File: src/rtl/cpu_pkg.sv
// Shared decode definitions for the lab CPU: opcode set, operand usage per opcode,
// and the bit positions of instruction fields.
package cpu_pkg;

  typedef enum logic [3:0] {
    OP_ADD = 4'd0,  OP_SUB = 4'd1,  OP_AND = 4'd2,  OP_OR  = 4'd3,
    OP_XOR = 4'd4,  OP_SHL = 4'd5,  OP_LDI = 4'd6,  OP_LD  = 4'd7,
    OP_ST  = 4'd8,  OP_BEQ = 4'd9,  OP_JMP = 4'd10, OP_MOV = 4'd11,
    OP_NOT = 4'd12, OP_R13 = 4'd13, OP_R14 = 4'd14, OP_R15 = 4'd15
  } opcode_e;

  localparam int OPC_HI   = 3;
  localparam int OPC_LO   = 0;
  localparam int RX_HI    = 7;
  localparam int RX_LO    = 5;
  localparam int RY_HI    = 10;
  localparam int RY_LO    = 8;
  localparam int IMM8_HI  = 15;
  localparam int IMM8_LO  = 8;
  localparam int IMM11_HI = 15;
  localparam int IMM11_LO = 5;

  function automatic logic reads_rx(opcode_e op);
    case (op)
      OP_ADD, OP_SUB, OP_AND, OP_OR, OP_XOR,
      OP_SHL, OP_ST, OP_BEQ, OP_NOT:          reads_rx = 1'b1;
      default:                                reads_rx = 1'b0;
    endcase
  endfunction

  function automatic logic reads_ry(opcode_e op);
    case (op)
      OP_ADD, OP_SUB, OP_AND, OP_OR, OP_XOR,
      OP_LD, OP_ST, OP_BEQ, OP_MOV:           reads_ry = 1'b1;
      default:                                reads_ry = 1'b0;
    endcase
  endfunction

  function automatic logic writes_rx(opcode_e op);
    case (op)
      OP_ADD, OP_SUB, OP_AND, OP_OR, OP_XOR,
      OP_SHL, OP_LDI, OP_LD, OP_MOV, OP_NOT:  writes_rx = 1'b1;
      default:                                writes_rx = 1'b0;
    endcase
  endfunction

endpackage

File: src/rtl/decode_stage_scoreboard.sv
// Pending-write scoreboard: one bit per architectural register, set at issue,
// cleared at writeback. A set and clear of the same register in one cycle leaves it set.
module decode_stage_scoreboard #(
  parameter int NUMREGS = 8,
  parameter int RB      = $clog2(NUMREGS)
) (
  input  logic               i_clk,
  input  logic               i_reset,
  input  logic               i_set,
  input  logic [RB-1:0]      i_set_addr,
  input  logic               i_clr,
  input  logic [RB-1:0]      i_clr_addr,
  output logic [NUMREGS-1:0] o_pend
);

  logic [NUMREGS-1:0] r_pend;
  logic [NUMREGS-1:0] w_set_mask;
  logic [NUMREGS-1:0] w_clr_mask;

  always_comb begin
    w_set_mask = '0;
    w_clr_mask = '0;
    if (i_set) w_set_mask[i_set_addr] = 1'b1;
    if (i_clr) w_clr_mask[i_clr_addr] = 1'b1;
  end

  // Set applied after clear: the issuing instruction is younger than the one retiring.
  always_ff @(posedge i_clk) begin
    if (i_reset) r_pend <= '0;
    else         r_pend <= (r_pend & ~w_clr_mask) | w_set_mask;
  end

  assign o_pend = r_pend;

endmodule

File: src/rtl/decode_stage.sv
// Decode stage: one-entry hold register, RAW/WAW hazard stall against the pending-write
// scoreboard, regfile read addressing and decoded-field hand-off to execute.
module decode_stage
  import cpu_pkg::*;
#(
  parameter int WIDTH   = 16,
  parameter int NUMREGS = 8,
  parameter int RB      = $clog2(NUMREGS)
) (
  input  logic             i_clk,
  input  logic             i_reset,
  input  logic [WIDTH-1:0] i_instr,
  input  logic [WIDTH-1:0] i_pc,
  input  logic             i_valid,
  output logic             o_ready,
  input  logic             i_flush,
  input  logic             i_wb_write,
  input  logic [RB-1:0]    i_wb_addr,
  output logic [RB-1:0]    o_rf_addrx,
  output logic [RB-1:0]    o_rf_addry,
  output logic             o_valid,
  input  logic             i_ready,
  output logic [WIDTH-1:0] o_pc,
  output logic [3:0]       o_opcode,
  output logic [RB-1:0]    o_rx,
  output logic [RB-1:0]    o_ry,
  output logic [WIDTH-1:0] o_imm8,
  output logic [WIDTH-1:0] o_imm11,
  output logic             o_writes_rx,
  output logic             o_stall
);

  logic             r_hv;
  logic [WIDTH-1:0] r_instr;
  logic [WIDTH-1:0] r_pc;

  opcode_e            w_op;
  logic [RB-1:0]      w_rx;
  logic [RB-1:0]      w_ry;
  logic [NUMREGS-1:0] w_pend;
  logic               w_hazard;
  logic               w_fire;
  logic               w_accept;
  logic               w_unused_bit;

  assign w_op         = opcode_e'(r_instr[OPC_HI:OPC_LO]);
  assign w_rx         = r_instr[RX_HI:RX_LO];
  assign w_ry         = r_instr[RY_HI:RY_LO];
  assign w_unused_bit = r_instr[4];

  // Registered pend only: a same-cycle writeback is not yet readable from the regfile.
  assign w_hazard = r_hv & ((((reads_rx(w_op) | writes_rx(w_op)) & w_pend[w_rx])) |
                            (reads_ry(w_op) & w_pend[w_ry]));

  assign o_valid  = r_hv & ~w_hazard & ~i_flush;
  assign o_stall  = r_hv & w_hazard;
  assign w_fire   = o_valid & i_ready;
  assign o_ready  = ~r_hv | w_fire;
  assign w_accept = i_valid & o_ready & ~i_flush;

  always_ff @(posedge i_clk) begin
    if (i_reset) begin
      r_hv    <= 1'b0;
      r_instr <= '0;
      r_pc    <= '0;
    end else if (i_flush) begin
      r_hv <= 1'b0;
    end else if (w_accept) begin
      r_hv    <= 1'b1;
      r_instr <= i_instr;
      r_pc    <= i_pc;
    end else if (w_fire) begin
      r_hv <= 1'b0;
    end
  end

  decode_stage_scoreboard #(.NUMREGS(NUMREGS), .RB(RB)) u_sb (
    .i_clk      (i_clk),
    .i_reset    (i_reset),
    .i_set      (w_fire & writes_rx(w_op)),
    .i_set_addr (w_rx),
    .i_clr      (i_wb_write),
    .i_clr_addr (i_wb_addr),
    .o_pend     (w_pend)
  );

  assign o_rf_addrx  = w_rx;
  assign o_rf_addry  = w_ry;
  assign o_rx        = w_rx;
  assign o_ry        = w_ry;
  assign o_pc        = r_pc;
  assign o_opcode    = r_instr[OPC_HI:OPC_LO];
  assign o_writes_rx = r_hv & writes_rx(w_op);
  assign o_imm8      = {{(WIDTH-8){r_instr[IMM8_HI]}},   r_instr[IMM8_HI:IMM8_LO]};
  assign o_imm11     = {{(WIDTH-11){r_instr[IMM11_HI]}}, r_instr[IMM11_HI:IMM11_LO]};

endmodule

File: config.mk
export PLATFORM = sky130hd
export DESIGN_NAME = decode_stage
export DESIGN_NICKNAME = d
export VERILOG_FILES = /design/src/rtl/cpu_pkg.sv /design/src/rtl/decode_stage_scoreboard.sv /design/src/rtl/decode_stage.sv
export SDC_FILE = /design/constraint.sdc
export NUM_CORES = 1
export LEC_CHECK = 0
export BUFFER_PORTS_ARGS = -buffer_cell sky130_fd_sc_hd__buf_2
export CAP_MARGIN = 15
export CORE_UTILIZATION = 41
export DETAILED_ROUTE_END_ITERATION = 16
export PLACE_DENSITY = 0.84
export SETUP_SLACK_MARGIN = 0.1
export SLEW_MARGIN = 25
export SYNTH_ARGS = -nofsm -noshare
export SYNTH_HDL_FRONTEND = slang
export SYNTH_SLANG_ARGS = --single-unit
File: constraint.sdc
create_clock -name i_clk -period 2.7 [get_ports i_clk]
set_clock_uncertainty 0.15 [all_clocks]
set_input_delay 0.54 -clock i_clk [delete_from_list [all_inputs] [get_ports i_clk]]
set_output_delay 0.54 -clock i_clk [all_outputs]
set_load 0.02 [all_outputs]
# Word-level counts from Yosys, hierarchy flattened
# Memory sizes are Yosys's and may differ from the RTL's. A register that Yosys moved wholly into a read port is not among the register bits.
# Index checks and enable logic that the tools add are counted.
# op_classes
shift,0
n_bitwise,20
eq_ne,0
n_div,0
mux,22
magnitude_cmp,5
n_reduce_logical,5
n_addsub,0
multipliers,0
# ops
operator,count
2-to-1 mux 4 bit,10
2-to-1 mux 8 bit,2
less-than comparator 3 x 4 -> 1 bit (second input constant),3
bitwise AND 1 bit,11
bitwise AND 8 bit,1
inverter 8 bit,1
OR 8 bit,1
binary-select mux 1 bit (select 3 bit),2
demux 1 bit (select 3 bit),2
greater-or-equal comparator 3 x 1 -> 1 bit (second input constant),2
2-to-1 mux 1 bit,6
inverter 1 bit,3
OR 1 bit,3
logical AND 1 bit,2
AND reduction 2 bit,1
nonzero test 2 bit,1
OR reduction 2 bit,1
# word_totals
memories,5
latch_bits,0
reg_bits,41
mem_bits_ro,80
inputBits,41
out_inout_bits,68
ramBits,0
# memory_table
name,words,width,read_ports,rd_ports_with_merged_regs,wr,line_no,rtl
(no name shown),16,1,1,1,0,cpu_pkg.sv:40,case (op)
(no name shown),16,1,1,1,0,cpu_pkg.sv:40,
(no name shown),16,1,1,1,0,cpu_pkg.sv:32,case (op)
(no name shown),16,1,1,1,0,cpu_pkg.sv:40,
(no name shown),16,1,1,1,0,cpu_pkg.sv:24,case (op)

# Logic depth before layout (Yosys ltp)
# Gate-level depths: netlist of run 1.
# logic_depth
depth_word,15
depth_mapped,13
ltp_nobuf,11

# Modules after synthesis
# From an unflattened synthesis of run 1, not the netlist that was laid out.
# hier_totals
cells_unflattened,268
hier_area_um2,2324.7
# by_module_without_submodules
module,seq_area_each_um2,instances,area_per_inst_um2,cells_each
decode_stage,700.7,1,1923.1,229
decode_stage_scoreboard,160.2,1,401.6,39

# Worst setup path after synthesis of run 1
# Ideal clock, no wire load.
# synth_timing
path_type,reg-to-reg
from,register r_instr[9]
to,register with a tool-made name
path_stages_with_launch,13
arrival_ns,2.654
synth_period_minus_slack_ns,2.920
setup_time_ns,0.116
path_slack_ns,-0.220
cell_sequence,dfxtp_1 -> mux4_2 -> mux2_2 -> nand2_1 -> a32oi_4 -> buf_4 -> mux2i_1 -> nor2_1 -> inv_1 -> ha_1 -> inv_1 -> o21ai_1 -> a31o_1
# synth_lines
item,line_no,rtl
"start, declared",decode_stage.sv:34,logic [WIDTH-1:0] r_instr;
"start signal, assigned",decode_stage.sv:70,r_instr <= i_instr;

# Final worst setup path of run 1
# layout_timing
from,register r_instr[9]
to,output o_valid
# layout_via
elab_chain_cells,8
# layout_lines
item,line_no,rtl
binary-select mux 1 bit (select 3 bit),decode_stage.sv:53,(reads_ry(w_op) & w_pend[w_ry]));
2-to-1 mux 1 bit (not written as such),decode_stage.sv:53,
bitwise AND 1 bit,decode_stage.sv:53,
OR 1 bit,decode_stage.sv:52,assign w_hazard = r_hv & ((((reads_rx(w_op) | writes_rx(w_op)) & w_pend[w_rx])) |
bitwise AND 1 bit,decode_stage.sv:52,
inverter 1 bit,decode_stage.sv:55,assign o_valid = r_hv & ~w_hazard & ~i_flush;
bitwise AND 1 bit (2 in series),decode_stage.sv:55,
"end, declared",decode_stage.sv:21,"output logic o_valid,"
# Every way passes these cells. The select of a mux whose other input is x is not followed.

==> key figures, run 1 <==
Outcome
  – Status: complete, no violations

Clock tree
  – Bufs on Longest Clock Path: 2
  – CTS tree: built
  – Inserted Clock Buffers: 5
  – CTS H-tree depth: 2
  – Worst-path clk slew: 0.08 ns
  – Worst skew pair latency: 0.28 ns
  – Post-CTS Hold Fix Bufs: 0
  – CTS root buf: clkbuf_8
  – Clock sinks: 43

Layout
  – Area Overhead vs Synth: 27.2%
  – Fill cells: between 400 and 500
  – Diodes inserted: 0
  – Util after Layout: a little over half
  – Layout cells sized above 1: roughly 47%
  – Layout Nets: roughly 350

Global routing
  – Total gr overflow: 0
  – First-pass GRT wire length: about 7100 um
  – Vias in the first global route: 1619
  – Initial antenna violation count: 0
  – Total GRT Usage: 16.7%
  – Largest net degree at the start of global routing: 29

Synth
  – Most frequent cells after synthesis: 46 x nor2_1, 43 x dfxtp_1, 36 x buf_4, 34 x mux2i_1, 7 x inv_1
  – Async SR Flop Fraction: 0%
  – FF+latch count, synth: 43
  – Post-synth net total: 270
  – Synth Instances: between 200 and 250
  – Synthesized area: 2150 um^2
  – EDFF count, synth: 0
  – Post-synth top area cell: dfxtp_1
  – Top cells by area, synth: dfxtp_1 40%, mux2i_1 16%, buf_4 13%
  – Ys flop type: dfxtp_1
  – Unique masters post-synth: 35
  – Post-Syn Area per Cell: 9.53 um^2
  – Yosys top cell area share: between 30% and 40%
  – YS warnings: 0
  – Most frequent cell after synthesis: nor2_1
  – Sequential-to-total area share from yosys stat: between 30 and 40%

Worst setup path
  – Critical Path RT: around 2 ns
  – WP data arrival: 1.91 ns
  – CP Buf/Inv Count: 1
  – Cell family with most CP delay: multiplexers
  – Slowest CP cell: mux4_2
  – Critical path class: reg -> out
  – CP Max Fanout: 5
  – Crit-path cells: mux4_2 -> mux2_4 -> nand2_4 -> nand2_4 -> nor3b_2 -> buf_4
  – Max stage delay on crit path: ~0.48 ns
  – Worst setup EP type: primary output
  – Critical Path Start Type: flop
  – Critical path's most frequent cell: nand2_4

Placement
  – Pre-CTS setup slack: between 0.1 and 0.15 ns
  – Post-detail-place hpwl: about 3400 um
  – Port-buffer cells: about 110
  – Final Wtd Congestion: ~0.85

Route
  – Drt first pass iters: 4
  – Residual DRC: 0
  – Drt initial violations: 88
  – Antenna-violating nets left: 0
  – Via density per instance: 4.72
  – Final wirelength: 4530 um
  – Via Count: 1783
  – WL/cell: about 12 um

Timing
  – Setup ws final: about 0.1 ns
  – RSZ-0062 raised after global routing: yes
  – Setup tns final: 0 ns
  – FMAX: 0.385 GHz
  – Fin crit period: between 2 and 3 ns
  – Slew Viols, Final: 0
  – Setup-failing EPs final: 0
  – Rel. slew slack: between 60 and 70%
  – Final Hold Vio Count: 0
  – Fin Hold WS: around 0.31 ns
  – Tcrit/Tclk final: a little over nine tenths
  – Worst slew pin tran: approximately 0.47 ns

Floorplanning
  – Die Ht: about 74 um
  – I/O Pins: 109
  – Die area: 5550 um^2
  – Core Area: 5070 um^2
  – Chip width: 74.5 um
  – Initial core utilization: 42.5%
  – Std-Cell Rows: 26

Power
  – Pleak: between 1 and 1.5 nW
  – Pwr dens: 557 nW/um^2
  – Peak supply drop: approximately 0.35 mV

Job
  – Max_cap viols: 0

Worst hold path
  – HP Class: in -> reg
==> cell type report <==
cell class,count,area (um^2),share of cell area [%]
inverters,7,26.3,0.959
flip-flops and latches,43,873,31.9
repair buffers,117,626,22.8
well taps,70,87.6,3.20
clock inverters,2,35.0,1.28
multi-input cells,133,1010,36.8
clock buffers,6,82.6,3.01
==> timing repair <==
item | CTS | global route
setup endpoints to repair | 3 | 6
pin swaps | 3 | 2
setup buffers | 2 | 2
gates cloned | 0 | 0
resized for setup | 6 | 5
==> routing by layer <==
metal	GRT usage [%]	vias to the layer above	wire length [um]
li1	-	902	-
met1	18.6	808	1870
met2	30.6	69	2350
met3	4.20	4	272
met4	5.66	0	44
met5	0	-	0
==> layout by cell type, fill, tap and decap left out, types with 2 or more instances in the layout <==
cell | synthesis | final
inv_1 | 7 | 6
dfxtp_4 | 0 | 3
o21ai_0 | 3 | 2
nand2_4 | 0 | 2
mux4_2 | 2 | 2
buf_2 | 2 | 104
nand2_1 | 6 | 4
a32oi_1 | 2 | 2
nand3_1 | 2 | 2
nor2b_1 | 3 | 3
buf_4 | 36 | 11
dfxtp_1 | 43 | 39
ha_1 | 3 | 2
nand4b_1 | 3 | 3
nor2_1 | 46 | 45
buf_6 | 0 | 2
nor3_1 | 2 | 2
clkbuf_8 | 0 | 6
mux2i_1 | 34 | 34
nor4_2 | 2 | 2
nand3b_1 | 2 | 2
a22oi_1 | 6 | 6
==> stage by stage <==
stage	total power, mW	cells	instance area (um^2)
after floorplan	0.947	226	2190
after global placement	1.01	366	2550
after detailed placement	1.02	366	2550
after CTS	1.54	376	2710
after global routing	1.60	378	2740
final	1.53	378	2740
==> worst paths after layout <==
| path | from | end | slack [ns] | cells after the start |
|---|---|---|---|---|
| worst max register to register | r_instr[9] | flop | 0.20 | 11 |
| worst max-delay path | r_instr[9] | o_valid | 0.1 | 6 |
| worst min register to register | o_pc[9] | o_pc[9] | 0.35 | 2 |
| worst min-delay path | i_flush | r_hv | 0.31 | 2 |
==> cells by family after synthesis <==
logic type / share of synthesized area, %
buffers and inverters: 15.1
adder cells (fa/ha/maj): 1.74
AO/OA/AOI/OAI: 7.96
flip-flops: 40.0
AND/OR/NAND/NOR: 15.7
multiplexers: 19.6
==> state kept, by name (all words and copies together) (netlist names), named ones only <==
name         flops
o_pc            16
r_instr         15
u_sb.o_pend      8
r_hv             1
==> report_power, final <==
part           switching (mW)  internal, mW
registers              0.0280         0.666
logic                   0.188         0.130
clock network           0.213         0.299
total                   0.429          1.10
Power figures use the tool's default switching activity.
==> run 2: changes to the inputs <==
- CORE_UTILIZATION: 41 -> 30
- PLACE_DENSITY: 0.84 -> 0.67
==> key figures, run 2 (synthesis gave the netlist of run 1 again) <==
Route
  – Drt first pass iters: 4 (unchanged)
  – WL/cell: 12.1 um (was 12.0 um)
  – Via Count: 1795 (was 1783)
  – Via density per instance: 4.38 (was 4.72)
  – Antenna-violating nets left: 0 (unchanged)
  – Residual DRC: 0 (unchanged)
  – Final wirelength: 4960 um (was 4530 um)
  – Drt initial violations: 45 (was 88)

Power
  – Internal power: 1.08 mW (was 1.10 mW)
  – Clk pwr share: 32.2% (was 33.6%)
  – Peak supply drop: 0.299 mV (was 0.348 mV)
  – Switch share: 28.8% (was 28.1%)
  – Pleak: 1.46 nW (was 1.44 nW)
  – Power Total: 1.52 mW (was 1.53 mW)
  – Combinational share of power: 22.2% (was 20.8%)
  – Pwr dens: 530 nW/um^2 (was 557 nW/um^2)
  – Sw Pwr: 0.438 mW (was 0.429 mW)
  – Flop pwr share: 45.7% (was 45.5%)

Placement
  – Final Wtd Congestion: 0.871 (was 0.850)
  – DP Area: 2580 um^2 (was 2550 um^2)
  – Port-buffer cells: 107 (unchanged)
  – Post-detail-place hpwl: 3650 um (was 3430 um)
  – Pre-CTS setup slack: 0.149 ns (was 0.148 ns)

Timing
  – Tcrit/Tclk final: 96.7% (was 96.3%)
  – Fin Hold WS: 0.311 ns (was 0.305 ns)
  – Setup-failing EPs final: 0 (unchanged)
  – Worst slew pin tran: 0.443 ns (was 0.475 ns)
  – Rel. slew slack: 70.5% (was 68.1%)
  – Fin crit period: 2.61 ns (was 2.60 ns)
  – RSZ-0062 raised after global routing: yes (unchanged)
  – Setup ws final: 0.0901 ns (was 0.0993 ns)
  – Slew Viols, Final: 0 (unchanged)
  – FMAX: 0.383 GHz (was 0.385 GHz)
  – Final Hold Vio Count: 0 (unchanged)

Floorplanning
  – Initial core utilization: 31.4% (was 42.5%)
  – Die Ht: 86.7 um (was 74.5 um)
  – Std-Cell Rows: 30 (was 26)
  – Die area: 7520 um^2 (was 5550 um^2)
  – Chip width: 86.7 um (was 74.5 um)
  – Core Area: 6870 um^2 (was 5070 um^2)
  – I/O Pins: 109 (unchanged)

Global routing
  – Busiest grt layer: met2 (unchanged)
  – Vias in the first global route: 1657 (was 1619)
  – First-pass GRT wire length: 7620 um (was 7080 um)
  – Total GRT Usage: 13.1% (was 16.7%)
  – M1 GR Usage: 15.6% (was 18.6%)
  – Grt met2 use: 21.4% (was 30.6%)
  – Met3 GRT Util: 3.90% (was 4.20%)
  – Total gr overflow: 0 (unchanged)
  – Initial antenna violation count: 0 (unchanged)
  – Largest net degree at the start of global routing: 24 (was 29)

Clock tree
  – Clock sinks: 43 (unchanged)
  – CTS tree: built (unchanged)
  – CTS root buf: clkbuf_8 (unchanged)
  – Bufs on Longest Clock Path: 2 (unchanged)
  – Worst skew pair latency: 0.29 ns (was 0.28 ns)
  – Inserted Clock Buffers: 5 (unchanged)
  – CTS H-tree depth: 2 (unchanged)
  – Worst-path clk slew: 0.08 ns (about the same)

Worst setup path
  – FF-to-FF Start: r_instr[9] (unchanged)
  – Critical path class: reg -> out (unchanged)
  – Crit path to: o_valid (unchanged)
  – CP Max Fanout: 4 (was 5)
  – Critical Path Start Type: flop (unchanged)
  – WP data arrival: 1.92 ns (was 1.91 ns)
  – Worst setup path start: r_instr[9] (unchanged)
  – Worst reg-to-reg path cell count: 11 (unchanged)
  – Critical Path RT: 2.01 ns (about the same)
  – Worst setup EP type: primary output (unchanged)
  – Worst R2R Setup Slack: 0.14 ns (was 0.20 ns)

Layout
  – Area of the multi-input gates: 1070 um^2 (was 1010 um^2)
  – Register area: 871 um^2 (was 873 um^2)
  – Fill cells: 716 (was 490)
  – Diodes inserted: 0 (unchanged)
  – Most frequent cells in the layout: 104 x buf_2, 44 x nor2_1, 39 x dfxtp_1 (was 104 x buf_2, 45 x nor2_1, 39 x dfxtp_1)
  – Largest register FFs: 16 (unchanged)
  – Area Overhead vs Synth: 33.3% (was 27.2%)
  – Layout Nets: 357 (was 351)
  – Commonest non-fill, non-tap cell in the layout: buf_2 (unchanged)
  – Layout cells sized above 1: 49.4% (was 47.1%)
  – Cell area after layout: 2870 um^2 (was 2740 um^2)

Job
  – Max_cap viols: 0 (unchanged)

Worst hold path
  – HP Class: in -> reg (unchanged)

Outcome
  – Status: complete, no violations (unchanged)
[run 2: through the flow]
| step | setup TNS (ns) | cells | utilization, % |
|---|---|---|---|
| after floorplan | 0 | 226 | - |
| after CTS | 0 | 405 | 40.0 |
| after global routing | -0.0142 | 410 | 41.8 |
| final | 0 | 410 | 41.8 |
| after global placement | 0 | 392 | 37.6 |
| after detailed placement | 0 | 392 | 37.6 |
[run 2: power by group through the flow]
stage                     sequential (mW)  clock [mW]  combinational (mW)
after floorplan                     0.743           0               0.204
after global placement              0.709           0               0.305
after detailed placement            0.711           0               0.309
after CTS                           0.694       0.504               0.319
after global routing                0.701       0.541               0.363
final                               0.695       0.489               0.337
[run 2: per-layer routing]
layer  part of all wire, %  vias to the layer above  routed length, um
met4                   2.1                        0                104
met5                     0                        -                  0
met1                    43                      828               2160
met2                    49                       47               2440
li1                      -                      912                  -
met3                   5.4                        8                266
[run 2: final cells by class]
class	instances	share of cell area (%)
clock buffers	7	2.66
clock inverters	1	1.05
inverters	7	0.915
multi-input cells	133	37.4
flip-flops and latches	43	30.3
well taps	96	4.18
repair buffers	123	23.5
[run 2: how the worst min path moves through the flow]
stage / cells after the start / startpoint / end / slack, ns
floorplan: 2 / u_sb.o_pend[6] / u_sb.o_pend[6] / 0.32
global placement: 2 / o_pc[9] / o_pc[9] / 0.32
detailed placement: 2 / o_pc[12] / o_pc[12] / 0.33
CTS: 2 / i_flush / r_hv / 0.31
global route: 2 / i_flush / r_hv / 0.29
finish: 2 / i_flush / r_hv / 0.31
[run 2: what timing repair did]
item | in CTS | in global routing
buffers inserted | 5 | 5
hold buffers | 0 | 0
resized for setup | 6 | 16
setup endpoints to repair | 3 | 15
pin swaps | 2 | 5
[run 2: worst max-delay path, stage by stage (launching register included)]
cell and delay [ns]:
dfxtp_4 0.37, mux4_2 0.49, mux2_4 0.30, nand2_4 0.08, nand2_4 0.06, nor3b_2 0.15, buf_4 0.16
